File: src/rtl/lcd_exibidor.sv
// HD44780 16x2 display stage: power-on init, then per request writes "mnemonic [rrrr]" and the signed result.
// Optional macro LCD_HEX_EN: line 2 shows "0x" + raw hex and the BCD conversion step is skipped.
module lcd_exibidor #(
  parameter int T_PWR_CICLOS = 750000,
  parameter int T_EN_CICLOS  = 25,
  parameter int T_CMD_CICLOS = 2500,
  parameter int T_CLR_CICLOS = 100000
) (
  input  logic        clk,
  input  logic        rst_n,
  input  logic        iniciar,
  input  logic [15:0] valor,
  input  logic [2:0]  opcode,
  input  logic [3:0]  reg_destino,
  output logic        ocupado,
  output logic        pronto,
  output logic [7:0]  lcd_data,
  output logic        lcd_rs,
  output logic        lcd_rw,
  output logic        lcd_en,
  output logic        lcd_on,
  output logic        lcd_blon
);
  localparam int MAX_A = (T_PWR_CICLOS > T_CLR_CICLOS) ? T_PWR_CICLOS : T_CLR_CICLOS;
  localparam int MAX_B = (T_CMD_CICLOS > T_EN_CICLOS) ? T_CMD_CICLOS : T_EN_CICLOS;
  localparam int MAX_C = (MAX_A > MAX_B) ? MAX_A : MAX_B;
  localparam int CW    = $clog2(MAX_C + 32);

  typedef enum logic [3:0] {
    ESPERA_PWR, INIT, OCIOSO, CONVERTE, LINHA1_CMD, LINHA1, LINHA2_CMD, LINHA2, FIM
  } estado_t;
  typedef enum logic [1:0] {F_LIVRE, F_PREP, F_EN, F_GAP} fase_t;

  estado_t       estado_q, estado_d;
  fase_t         fase_q, fase_d;
  logic [CW-1:0] cnt_q, cnt_d;
  logic [3:0]    idx_q, idx_d;
  logic [15:0]   valor_q, valor_d;
  logic [2:0]    opcode_q, opcode_d;
  logic [3:0]    reg_q, reg_d;
  logic [7:0]    lcd_data_q, lcd_data_d;
  logic          lcd_rs_q, lcd_rs_d;
  logic          lcd_en_q, lcd_en_d;
  logic          ocupado_q, ocupado_d;
  logic          pronto_q, pronto_d;
  logic          lcd_on_q, lcd_on_d;
`ifndef LCD_HEX_EN
  logic [19:0]   bcd_q, bcd_d;
  logic [16:0]   bin_q, bin_d;
`endif

  function automatic logic [7:0] car_l1(input logic [3:0] i);
    logic [31:0] mn;
    logic [1:0]  k;
    logic [7:0]  c;
    case (opcode_q)
      3'd0:    mn = "LOAD";
      3'd1:    mn = "ADD ";
      3'd2:    mn = "ADDI";
      3'd3:    mn = "SUB ";
      3'd4:    mn = "SUBI";
      3'd5:    mn = "MUL ";
      3'd6:    mn = "CLR ";
      default: mn = "DPL ";
    endcase
    // positions 11..14 map to register bits 3..0
    k = 2'd2 - i[1:0];
    if (i < 4'd4)       c = mn[{~i[1:0], 3'b000} +: 8];
    else if (i < 4'd10) c = 8'h20;
    else if (i == 4'd10) c = 8'h5B;
    else if (i == 4'd15) c = 8'h5D;
    else                 c = {7'b0011000, reg_q[k]};
    return c;
  endfunction

  function automatic logic [7:0] car_l2(input logic [3:0] i);
    logic [7:0] c;
`ifdef LCD_HEX_EN
    logic [1:0] d;
    logic [3:0] nib;
    d   = 2'(4'd5 - i);
    nib = valor_q[{d, 2'b00} +: 4];
    if (i == 4'd0)      c = 8'h30;
    else if (i == 4'd1) c = 8'h78;
    else if (i <= 4'd5) c = (nib < 4'd10) ? (8'h30 + {4'h0, nib}) : (8'h37 + {4'h0, nib});
    else                c = 8'h20;
`else
    logic [2:0] d;
    d = 3'(4'd5 - i);
    if (i == 4'd0)      c = valor_q[15] ? 8'h2D : 8'h2B;
    else if (i <= 4'd5) c = {4'h3, bcd_q[{d, 2'b00} +: 4]};
    else                c = 8'h20;
`endif
    return c;
  endfunction

  // {rs, data} of the byte written at position idx of state st
  function automatic logic [8:0] byte_de(input estado_t st, input logic [3:0] idx);
    logic [8:0] b;
    case (st)
      INIT: begin
        case (idx[1:0])
          2'd0:    b = 9'h038;
          2'd1:    b = 9'h00C;
          2'd2:    b = 9'h001;
          default: b = 9'h006;
        endcase
      end
      LINHA1_CMD: b = 9'h080;
      LINHA2_CMD: b = 9'h0C0;
      LINHA1:     b = {1'b1, car_l1(idx)};
      LINHA2:     b = {1'b1, car_l2(idx)};
      default:    b = 9'h000;
    endcase
    return b;
  endfunction

  always_comb begin
    logic          fim_byte;
    logic          inicia;
    logic [CW-1:0] gap_fim;
`ifndef LCD_HEX_EN
    logic [16:0]   mag;
    logic [16:0]   src;
    logic [19:0]   adj;
`endif
    estado_d   = estado_q;
    fase_d     = fase_q;
    cnt_d      = cnt_q;
    idx_d      = idx_q;
    valor_d    = valor_q;
    opcode_d   = opcode_q;
    reg_d      = reg_q;
    lcd_data_d = lcd_data_q;
    lcd_rs_d   = lcd_rs_q;
    lcd_en_d   = lcd_en_q;
    pronto_d   = 1'b0;
    lcd_on_d   = 1'b1;
    fim_byte   = 1'b0;
    inicia     = 1'b0;
    gap_fim    = (lcd_data_q == 8'h01 && !lcd_rs_q) ? CW'(T_CLR_CICLOS - 1) : CW'(T_CMD_CICLOS - 1);
`ifndef LCD_HEX_EN
    bcd_d = bcd_q;
    bin_d = bin_q;
    mag   = valor_q[15] ? (~{1'b1, valor_q} + 17'd1) : {1'b0, valor_q};
    // first double-dabble step starts from the fresh magnitude and an empty BCD register
    src   = (cnt_q == '0) ? mag : bin_q;
    adj   = (cnt_q == '0) ? 20'd0 : bcd_q;
    for (int k = 0; k < 5; k++)
      if (adj[4*k +: 4] >= 4'd5) adj[4*k +: 4] = adj[4*k +: 4] + 4'd3;
`endif

    case (estado_q)
      ESPERA_PWR: begin
        if (cnt_q == CW'(T_PWR_CICLOS - 1)) begin
          estado_d = INIT;
          idx_d    = 4'd0;
          inicia   = 1'b1;
        end else cnt_d = cnt_q + CW'(1);
      end
      OCIOSO: begin
        if (iniciar) begin
          valor_d  = valor;
          opcode_d = opcode;
          reg_d    = reg_destino;
`ifdef LCD_HEX_EN
          estado_d = LINHA1_CMD;
          inicia   = 1'b1;
`else
          estado_d = CONVERTE;
          cnt_d    = '0;
`endif
        end
      end
      CONVERTE: begin
`ifdef LCD_HEX_EN
        estado_d = OCIOSO;
`else
        {bcd_d, bin_d} = {adj, src} << 1;
        if (cnt_q == CW'(16)) begin
          estado_d = LINHA1_CMD;
          inicia   = 1'b1;
        end else cnt_d = cnt_q + CW'(1);
`endif
      end
      FIM: estado_d = OCIOSO;
      default: begin
        case (fase_q)
          F_PREP: begin
            lcd_en_d = 1'b1;
            fase_d   = F_EN;
            cnt_d    = '0;
          end
          F_EN: begin
            if (cnt_q == CW'(T_EN_CICLOS - 1)) begin
              lcd_en_d = 1'b0;
              fase_d   = F_GAP;
              cnt_d    = '0;
            end else cnt_d = cnt_q + CW'(1);
          end
          F_GAP: begin
            if (cnt_q == gap_fim) fim_byte = 1'b1;
            else cnt_d = cnt_q + CW'(1);
          end
          default: fase_d = F_PREP;
        endcase
        if (fim_byte) begin
          fase_d = F_LIVRE;
          case (estado_q)
            INIT: begin
              if (idx_q == 4'd3) estado_d = OCIOSO;
              else begin idx_d = idx_q + 4'd1; inicia = 1'b1; end
            end
            LINHA1_CMD: begin estado_d = LINHA1; idx_d = 4'd0; inicia = 1'b1; end
            LINHA1: begin
              if (idx_q == 4'd15) estado_d = LINHA2_CMD;
              else idx_d = idx_q + 4'd1;
              inicia = 1'b1;
            end
            LINHA2_CMD: begin estado_d = LINHA2; idx_d = 4'd0; inicia = 1'b1; end
            default: begin
              if (idx_q == 4'd15) begin
                estado_d = FIM;
                pronto_d = 1'b1;
              end else begin
                idx_d  = idx_q + 4'd1;
                inicia = 1'b1;
              end
            end
          endcase
        end
      end
    endcase

    if (inicia) begin
      {lcd_rs_d, lcd_data_d} = byte_de(estado_d, idx_d);
      fase_d = F_PREP;
      cnt_d  = '0;
    end
    ocupado_d = (estado_d != OCIOSO);
  end

  always_ff @(posedge clk or negedge rst_n) begin
    if (!rst_n) begin
      estado_q   <= ESPERA_PWR;
      fase_q     <= F_LIVRE;
      cnt_q      <= '0;
      idx_q      <= '0;
      valor_q    <= '0;
      opcode_q   <= '0;
      reg_q      <= '0;
      lcd_data_q <= '0;
      lcd_rs_q   <= 1'b0;
      lcd_en_q   <= 1'b0;
      ocupado_q  <= 1'b1;
      pronto_q   <= 1'b0;
      lcd_on_q   <= 1'b0;
`ifndef LCD_HEX_EN
      bcd_q      <= '0;
      bin_q      <= '0;
`endif
    end else begin
      estado_q   <= estado_d;
      fase_q     <= fase_d;
      cnt_q      <= cnt_d;
      idx_q      <= idx_d;
      valor_q    <= valor_d;
      opcode_q   <= opcode_d;
      reg_q      <= reg_d;
      lcd_data_q <= lcd_data_d;
      lcd_rs_q   <= lcd_rs_d;
      lcd_en_q   <= lcd_en_d;
      ocupado_q  <= ocupado_d;
      pronto_q   <= pronto_d;
      lcd_on_q   <= lcd_on_d;
`ifndef LCD_HEX_EN
      bcd_q      <= bcd_d;
      bin_q      <= bin_d;
`endif
    end
  end

  assign ocupado  = ocupado_q;
  assign pronto   = pronto_q;
  assign lcd_data = lcd_data_q;
  assign lcd_rs   = lcd_rs_q;
  assign lcd_rw   = 1'b0;
  assign lcd_en   = lcd_en_q;
  assign lcd_on   = lcd_on_q;
  assign lcd_blon = lcd_on_q;
endmodule

File: config.mk
export PLATFORM = sky130hd
export DESIGN_NAME = lcd_exibidor
export DESIGN_NICKNAME = d
export VERILOG_FILES = /design/src/rtl/lcd_exibidor.sv
export SDC_FILE = /design/constraint.sdc
export NUM_CORES = 1
export LEC_CHECK = 0
export CORE_MARGIN = 2
export CORE_UTILIZATION = 60
export DETAILED_ROUTE_END_ITERATION = 16
export PLACE_DENSITY = 0.9
export SLEW_MARGIN = 20
export SYNTH_ARGS = -nofsm -noshare
export SYNTH_HDL_FRONTEND = slang
export SYNTH_SLANG_ARGS = --single-unit
File: constraint.sdc
create_clock -name clk -period 8.3 [get_ports clk]
set_input_delay 1.66 -clock clk [delete_from_list [all_inputs] [get_ports clk]]
set_output_delay 1.66 -clock clk [all_outputs]
set_load 0.05 [all_outputs]
### Yosys cells after proc, flatten, opt, wreduce, memory -nomap -nowiden

Cells that the tools add are included.

* add/sub/neg operators: 10
* bitwise gates (word level): 3
* magnitude comparators: 9
* shift operators: 2
* reductions and logical operators: 19
* multiplexer cells: 67
* equality and inequality tests: 42

Operators by type and width (number)
* $pmux 29 s7: 1
* $mux 20: 7
* $pmux 20 s4: 1
* $mux 32: 2
* $mux 4: 15
* $pmux 20 s3: 1
* $mux 17: 3
* $pmux 9 s5: 1
* $eq 20x5->1 const B: 2
* $pmux 4 s4: 2
* $shiftx 32x6->8: 1
* $eq 4x3->1 const B: 7
* $mux 7: 3
* $add 20x1->20 const B: 1
* $eq 20x17->1: 1
* $eq 20x20->1 const B: 1
* $ge 4x3->1 const B: 5
* $logic_not 20->1: 1
* $shiftx 20x6->4: 1
* $pmux 6 s3: 1
* $add 17x1->17 const B: 1
* $not 17->17: 1
* $add 4x2->4 const B: 4
* $eq 4x4->1 const B: 4
* other kinds (47): 85

* output and inout bits: 15
* bits of input ports: 26
* flip-flop bits (word level): 102

### Logic depth before layout (Yosys ltp)

Gate-level depths: netlist (run 1).

* depth after elaboration: 17
* depth in mapped cells: 17
* gate-level depth less buffers: 15

### Least setup slack after synthesis (run 1)

Ideal clock, no wire load.

* path kind: reg2reg
* from: register idx_q[0]
* to: register lcd_data_q[0], in the netlist lcd_data[0]
* cell stages (with the launch flop): 16
* required time: 8.173 ns
* setup time: 0.127 ns
* arrival: 3.480 ns
* period minus slack after synthesis: 3.607 ns
* path slack: 4.693 ns
* path through: dfrtp_1 ha_1 nor3b_1 and2_1 or4_4 o211a_1 or2_1 buf_6 buf_2 ha_1 mux2_2 a21oi_1 a31oi_1 a221o_1 nand3_1 nand3_1

* word-level cells in the longest chain between the ends: 13

Ends and longest elaborated chain
* start: declaration: RTL line 37 `logic [3:0] idx_q, idx_d;`
* start signal: assignment: RTL line 266 `idx_q <= idx_d;`
* $add 4x1->4 (tied with other cells): RTL line 212, 217, 226
* $mux 4 (on tied branches): RTL line 216, 222, 211
* $pmux 4 s2 (*): RTL line 209 `case (estado_q)`
* $mux 4 (*): RTL line 207 `if (fim_byte) begin`
* $pmux 4 s2 (*): RTL line 153 `case (estado_q)`
* net idx_d[1]: RTL line 37
* branches (longest 7 deep; another with $sub 3x3->3)
* $pmux 9 s5 (*): RTL line 100 `case (st)`
* end signal: assignment: RTL line 270 `lcd_data_q <= lcd_data_d;`
* end: declaration: RTL line 41 `logic [7:0] lcd_data_q, lcd_data_d;`

Mark *: on every way through the listed nets, which the timed path passes. The select of a mux whose other input is x is not followed.
A chain may end at the register's enable or synchronous reset.

### Worst setup path in the final report (run 1)

* from: register cnt_q[1]
* to: register lcd_data_q[1], in the netlist lcd_data[1]

* word-level cells in the longest chain between the ends: 11

Ends and longest elaborated chain
* start: declaration: RTL line 36 `logic [CW-1:0] cnt_q, cnt_d;`
* start signal: assignment: RTL line 265 `cnt_q <= cnt_d;`
* $eq 20x17->1: RTL line 202 `if (cnt_q == gap_fim) fim_byte = 1'b1;`
* $mux 1: RTL line 202
* $mux 1: RTL line 188 `case (fase_q)`
* $mux 1: RTL line 153
* $mux 4: RTL line 207
* $pmux 4 s2: RTL line 153
* $sub 3x3->3 or $eq 4x4->1 (tied branches): RTL line 89, 70
* $shiftx 20x6->4 or $mux 7 (tied branches): RTL line 91, 70
* $mux 5 or $mux 7 (tied branches): RTL line 91, 69
* $mux 5 or $mux 8 (tied branches): RTL line 90, 68
* $pmux 9 s5: RTL line 100

Several ways; a longest one is shown, not always the timed one. The select of a mux whose other input is x is not followed.

==> key figures, run 1 <==
Logic synthesis
  • Ys async rst share: 100%
  • Xor/xnor share of the synthesized area: between 3 and 4%
  • Simple-Gate Fraction of Synth Area: 24.2%
  • Most used DFF post-synth: dfrtp_1
  • Yosys warns: 0
  • Synth cell types: just under 90
  • Syn Area/Cell: 8.81 um2
  • Mapped Area: around 0.0070 mm2
  • Seq/Total Area, Yosys: approximately 37%
  • EDFF count, synth: 0
  • Mux share of post-synthesis cell area: 6.82%
  • Area share of fa/ha/maj cells after synthesis: 4.31%
  • #FFs+latches synth: 102
  • Largest family of logic cells by synthesized area: simple AND/OR/NAND/NOR gates
  • Syn_nets: 841
  • Area fraction in compound gates after synthesis: 18.9%
  • Synth Instances: approximately 800

Cells and area
  • Post-route insts no fill: around 950
  • Sequential Area: between 0.002 and 0.003 mm2
  • P&R area growth vs syn: 8.96%
  • Area of the multi-input gates: 0.00406 mm2
  • Layout cells sized above 1: 11.6%
  • Design area: between 0.007 and 0.008 mm2
  • Fillers: just under 900
  • Nets: 849
  • Ant diodes: 0
  • Layout Utilization: 66.8%

GRT
  • All-layer global routing usage: between 20 and 30%
  • Initial antenna violation count: 0
  • Pin count of the biggest net entering global routing: 79
  • Global-route wire length before repair: approximately 30 mm
  • Overflow after GRT: 0
  • Vias in the first global route: 6,144

Worst setup path
  • Crit path launch: cnt_q[1]
  • CP dominant cell by count: nand3_1
  • Crit. End Element: flip-flop
  • Critical path class: reg2reg
  • Slowest stage cell, crit path: or4_4
  • Worst Path Arrival: between 4000 and 5000 ps
  • Max incr delay on CP: between 500 and 600 ps
  • CP startpoint kind: flip-flop
  • CP max FO: 23
  • Reg2reg start: cnt_q[1]
  • Crit path cell chain: ha_1 > and3_1 > nand3_1 > or4_4 > o211ai_2 > nand2_2 > inv_2 > ha_1 > nor2_1 > a21o_1 > a21oi_1 > o211ai_1 > a211oi_2 > nand3_1 > nand3_1
  • Critical Path RT: 8600 ps

Floorplan
  • Die outline area: between 0.01 and 0.015 mm2
  • Initial core utilization: 61.3%
  • Rows: 39
  • DIE HEIGHT: between 100 and 150 um
  • Top-Level Pins: 41
  • Die width: 112 um
  • Core area: around 0.011 mm2

Clock tree
  • Clock Latency Late Sink: 360 ps
  • CTS tree: built
  • Post_cts resized: 0
  • Num Clock Sinks: 102
  • Clock Path Buffers: 2
  • H-Tree Depth: 3
  • Cts hold-fix bufs: 0
  • Root Buffer Master: clkbuf_16
  • Total CTS buffers: 9
  • # Post-CTS Setup Buffers: 0
  • Reg clk slew, reported paths: 70 ps

Route
  • Antenna viol nets, final: 0
  • Vias per cell: 6.54
  • Via count: around 6,200
  • Routed len/inst: 18.7 um
  • Routed WL: ~18 mm
  • First-pass iteration count of the detailed router: 5
  • Remaining DRCs: 0
  • Iter 0 DRT Violations: 589

Timing
  • Clk_skew: around 6.2 ps
  • Period utilisation layout: 52.4%
  • Final min period: 4350 ps
  • Max-slew violations: 0
  • Max-slew headroom: a little over a quarter
  • Hold_ws: 489 ps
  • Final setup vio count: 0
  • F_max: 230 MHz
  • Setup_tns: 0 ps
  • RSZ-0062 raised after global routing: false
  • Final Hold Vio Count: 0
  • Least-Margin Pin Slew: 1090 ps

Placement
  • Port bufs: 39
  • GPL Wtd Cong: 0.997
  • Dpl cells: 931
  • DP HPWL: ~12 mm
  • Placed Area: 0.00732 mm2

Min path
  • Hold_sp: bin_q[12]
  • Worst min path class: reg2reg

Run status
  • Status: completed

Power and ir drop
  • PwrDens: 124 mW/mm2
  • Worst vdd ir: 0.147 mV
  • Leak: 3.28 nW

Job
  • Maximum Capacitance Violations: 0
==> logic make-up after synthesis <==
family | Yosys count
flops | 102
fa+ha+maj | 24
other cells | 2
xor+xnor | 31
compound gates | 200
simple gates | 317
buf+inv | 72
mux | 43
==> final cells by class <==
cell class	instances	share of cell area [%]
clock buffer	10	3.01
clock inverter	6	0.675
tap	143	2.36
multi-input combinational	617	53.4
sequential	102	33.6
timing repair buffer	44	5.60
inverter	25	1.30
==> final timing paths <==
kind	endpoint	slack, ps	cells after the start
hold / removal	bin_q[12]	490	2
setup / recovery	lcd_data[1]	3950	15
min in group asynchronous	cnt_q[11]	1190	1
max in group asynchronous	lcd_rs	5800	2
hold reg to reg	bin_q[12]	490	2
setup reg to reg	lcd_data[1]	3950	15
==> placed cells by master (no fill, tap or decap), types with 5 or more instances in the layout <==
cell type / count
clkdlybuf4s50_1: 38
inv_1: 21
buf_4: 6
and3_1: 14
a31oi_1: 6
nand2b_1: 11
a32o_1: 7
nor4_1: 11
dfrtp_1: 101
and2_1: 5
xor2_1: 25
a21o_1: 5
o41ai_1: 9
ha_1: 24
xnor2_1: 6
a21oi_1: 49
inv_6: 5
or3_1: 10
nand2_1: 89
mux2_2: 29
nor2b_1: 6
o21ai_0: 58
clkbuf_16: 9
nor2_1: 69
nor3b_1: 7
nor3_1: 19
o31ai_1: 22
nand4_1: 11
nand3_1: 22
mux2i_1: 12
or2_2: 6
==> cells in the mapped netlist, types with 4 or more instances <==
cell	n	area share [%]
a21o_1	5	0.54
a21oi_1	49	3.5
a31oi_1	6	0.54
a32o_1	7	1.0
and2_1	5	0.45
and3_1	14	1.3
buf_2	7	0.50
buf_4	4	0.43
buf_6	6	0.97
clkbuf_1	27	1.5
dfrtp_1	101	36
ha_1	24	4.3
inv_1	21	1.1
mux2_2	29	4.7
mux2i_1	12	1.7
nand2_1	89	4.8
nand2b_1	11	0.99
nand3_1	23	1.7
nand4_1	11	0.99
nor2_1	69	3.7
nor2b_1	6	0.54
nor3_1	19	1.4
nor3_2	4	0.57
nor3b_1	7	0.75
nor4_1	11	0.99
o211ai_1	4	0.43
o21ai_0	58	4.2
o21ai_1	4	0.29
o31ai_1	22	2.4
o41ai_1	9	1.1
or2_2	6	0.54
or3_1	10	0.90
xnor2_1	6	0.75
xor2_1	25	3.1
==> metal layers <==
metal | part of all wire [%] | routed length [um] | global-route usage, %
met5 | 0 | 0 | 0
met4 | 2.8 | 500 | 10.6
met3 | 6.3 | 1110 | 7.29
met2 | 49 | 8650 | 48.4
met1 | 42 | 7460 | 36.6
==> power by group <==
group | total (W) | internal (W) | switching, W
registers | 0.000497 | 0.000497 | 0.000000136
clock network | 0.000416 | 0.000210 | 0.000207
logic | 0.0000256 | 0.0000113 | 0.0000143
==> flip-flops by register name, summed over array words and instances, names as in the netlist, 2 cells and up <==
| register | flops |
|---|---|
| bcd_q | 20 |
| cnt_q | 20 |
| bin_q | 16 |
| valor_q | 16 |
| lcd_data | 8 |
| estado_q | 4 |
| idx_q | 4 |
| reg_q | 4 |
| opcode_q | 3 |
| fase_q | 2 |
==> critical path: cells and delay by family (launching register included) <==
family	cells	cell delay, ps
fa+ha+maj	2	530
flops	1	400
simple gates	7	1910
buf+inv	1	370
compound gates	5	1070
==> stage by stage <==
stage	power [W]	setup slack, ps
2_1_floorplan	0.000511	4690
3_3_place_gp	0.000532	4020
3_5_place_dp	0.000533	3870
4_1_cts	0.000944	4020
5_1_grt	0.000964	3660
6_report	0.000939	3950
Note: power is estimated with default switching activity, not from simulation.
==> inputs of run 2 (changes only) <==
--- a/config.mk
+++ b/config.mk
@@ -6,9 +6,9 @@
 export NUM_CORES = 1
 export LEC_CHECK = 0
 export CORE_MARGIN = 2
-export CORE_UTILIZATION = 60
+export CORE_UTILIZATION = 55
 export DETAILED_ROUTE_END_ITERATION = 16
-export PLACE_DENSITY = 0.9
+export PLACE_DENSITY = 0.87
 export SLEW_MARGIN = 20
 export SYNTH_ARGS = -nofsm -noshare
 export SYNTH_HDL_FRONTEND = slang
==> constraint.sdc (replaced) <==
create_clock -name clk -period 3.7 [get_ports clk]
set_input_delay 0.74 -clock clk [delete_from_list [all_inputs] [get_ports clk]]
set_output_delay 0.74 -clock clk [all_outputs]
set_load 0.05 [all_outputs]
==> run 2 against run 1 <==
Net effect: count of clock-buffer cells in the layout is 1 lower; fmax is 21% higher; clock skew is 8.6 ps higher; critical path depth is 2 lower; die area is 8.8% higher; register-to-register slack worse by 3800 ps; sequential power is 120% higher; clock power is 150% higher; combinational power is 130% higher; wire length is 2.9% lower; power is 130% higher; largest power group unchanged.
==> key figures, run 2 (synthesis results as in run 1) <==
Route
  • Antenna viol nets, final: 0 (unchanged)
  • Iter 0 DRT Violations: 724 (+23%)
  • First-pass iteration count of the detailed router: 6 (+1)
  • Routed WL: 17.2 mm (-2.9%)
  • Remaining DRCs: 0 (unchanged)
  • Via count: 6,302 (+1.7%)
  • Routed len/inst: 17.2 um (-8.1%)
  • Vias per cell: 6.30 (-3.7%)

Power and ir drop
  • Register share of total power: 50.6% (-2.3 points)
  • Sw Share: 23.2% (-0.37 points)
  • Leak: 3.45 nW (+5.4%)
  • Internal power: 0.00169 W (+140%)
  • Net Switching: 0.000510 W (+130%)
  • Clock share of power: 46.7% (+2.3 points)
  • Total Power: 0.00220 W (+130%)
  • Worst vdd ir: 0.266 mV (+81%)
  • Comb pwr share: 2.7% (about the same)
  • PwrDens: 279 mW/mm2 (+130%)

Placement
  • Port bufs: 39 (unchanged)
  • DP HPWL: 12.0 mm (-3.2%)
  • Placed Area: 0.00755 mm2 (+3.2%)
  • GPL Wtd Cong: 0.947 (-5.0%)

Cells and area
  • P&R area growth vs syn: 13.3%
  • Largest registers: bcd_q (20), cnt_q (20)
  • Fillers: 1,020 (+14%)
  • Most frequent cells in the layout: dfrtp_1 (99), nand2_1 (89), nor2_1 (69), o21ai_0 (58), a21oi_1 (49)
  • Layout cells sized above 1: 15.0% (+3.4 points)
  • Ant diodes: 0 (unchanged)
  • Most common cell after layout, fill and taps aside: dfrtp_1
  • Design area: 0.00790 mm2 (+4.0%)
  • Nets: 874 (+2.9%)
  • Layout Utilization: 63.1% (-3.7 points)

Worst setup path
  • CP startpoint kind: flip-flop
  • Crit. End Element: flip-flop
  • Critical path class: reg2reg
  • CP max FO: 6 (-74%)
  • Critical Path RT: 3960 ps (-4640 ps)
  • Worst Path Arrival: 3840 ps (-810 ps)

Clock tree
  • CTS tree: built
  • Total CTS buffers: 9 (unchanged)
  • Reg clk slew, reported paths: 80 ps (about the same)
  • H-Tree Depth: 3 (unchanged)
  • Num Clock Sinks: 102 (unchanged)
  • # Post-CTS Setup Buffers: 0 (unchanged)
  • Root Buffer Master: clkbuf_16
  • Clock Latency Late Sink: 370 ps (about the same)
  • Clock Path Buffers: 2 (unchanged)

Floorplan
  • DIE HEIGHT: 117 um (+4.3%)
  • Die width: 117 um (+4.3%)
  • Initial core utilization: 55.7% (-5.6 points)
  • Die outline area: 0.0136 mm2 (+8.8%)
  • Top-Level Pins: 41 (unchanged)
  • Rows: 41 (+5.1%)
  • Core area: 0.0125 mm2 (+10%)

Timing
  • Max-slew headroom: 46.3% (+19 points)
  • Least-Margin Pin Slew: 806 ps (-283 ps)
  • Period utilisation layout: 96.8% (+44 points)
  • Final Hold Vio Count: 0 (unchanged)
  • Final setup vio count: 0 (unchanged)
  • Max-slew violations: 0 (unchanged)
  • RSZ-0062 raised after global routing: true
  • Final min period: 3580 ps (-768 ps)
  • F_max: 279 MHz (+21%)
  • Hold_ws: 439 ps (-49.8 ps)
  • Clk_skew: 14.7 ps (+8.57 ps)

GRT
  • Overflow after GRT: 0 (unchanged)
  • Vias in the first global route: 5,927 (-3.5%)
  • Initial antenna violation count: 0 (unchanged)
  • Pin count of the biggest net entering global routing: 63 (-20%)
  • Global-route wire length before repair: 28.1 mm (-4.9%)
  • All-layer global routing usage: 25.9% (-3.1 points)

Min path
  • Worst min path class: in2async

Job
  • Maximum Capacitance Violations: 0 (unchanged)

Run status
  • Status: completed
-- run 2: cell types whose count changed in the layout (fill, tap and decap cells not counted), moves of 2 or more --
cell and delta:
dfrtp_1 -2, inv_8 +3, buf_4 +24, dfrtp_2 +2
inv_6 -4
-- run 2: per-layer routing --
| layer | global-route usage (%) | wire length, um | vias up |
|---|---|---|---|
| met5 | 0 | 0 | - |
| met4 | 11.3 | 577 | 0 |
| met3 | 5.97 | 1240 | 61 |
| met2 | 41.9 | 8300 | 297 |
| met1 | 33.5 | 7080 | 3002 |
| li1 | - | - | 2942 |
-- run 2: cell type report --
type / instances / area, um2 / share of cell area (%)
multi-input combinational: 617 / 4080 / 51.6
timing repair buffer: 69 / 626 / 7.92
clock buffer: 9 / 225 / 2.85
sequential: 102 / 2560 / 32.4
clock inverter: 7 / 98.8 / 1.25
inverter: 25 / 98.8 / 1.25
tap: 172 / 215 / 2.72
-- run 2: worst paths after layout --
path | cells past startpoint | from | to | slack, ps
setup / recovery | 13 | idx_q[0] | lcd_data[0] | 120
hold / removal | 1 | rst_n | cnt_q[10] | 440
setup reg to reg | 13 | idx_q[0] | lcd_data[0] | 120
hold reg to reg | 2 | bin_q[16] | bin_q[16] | 490
max in group asynchronous | 2 | rst_n | ocupado | 2470
min in group clk | 2 | bin_q[16] | bin_q[16] | 490
-- run 2: per-stage QoR --
| step | worst slack [ps] | TNS (ps) | std cells |
|---|---|---|---|
| 2_1_floorplan | 92.6 | 0 | 791 |
| 3_3_place_gp | 175 | 0 | 985 |
| 3_5_place_dp | 104 | 0 | 985 |
| 4_1_cts | 74.0 | 0 | 1001 |
| 5_1_grt | -5.44 | -5.44 | 1001 |
| 6_report | 119 | 0 | 1001 |
-- run 2: power by group through the flow --
stage / Combinational, W / Sequential (W) / Clock (W)
2_1_floorplan: 0.00000651 / 0.00114 / 0
3_3_place_gp: 0.0000595 / 0.00114 / 0
3_5_place_dp: 0.0000606 / 0.00114 / 0
4_1_cts: 0.0000605 / 0.00111 / 0.00104
5_1_grt: 0.0000652 / 0.00111 / 0.00110
6_report: 0.0000585 / 0.00111 / 0.00103
-- run 2: critical path, cell delays in order (launching register included) --
cell and delay [ps]:
dfrtp_2 450, ha_2 220, nor3b_1 170, and2_1 210
or4_4 550, o211a_1 240, or2_4 280, ha_1 320
mux2_2 340, a21oi_1 140, a31oi_1 60, a221o_1 320
nand3_1 80, nand3_1 70
-- run 2: timing repair --
action / CTS / global route
endpoints found under the setup margin: 0 / 8
hold buffers: 0 / 0
endpoints found under the hold margin: 0 / 0
gates resized for setup: 0 / 6
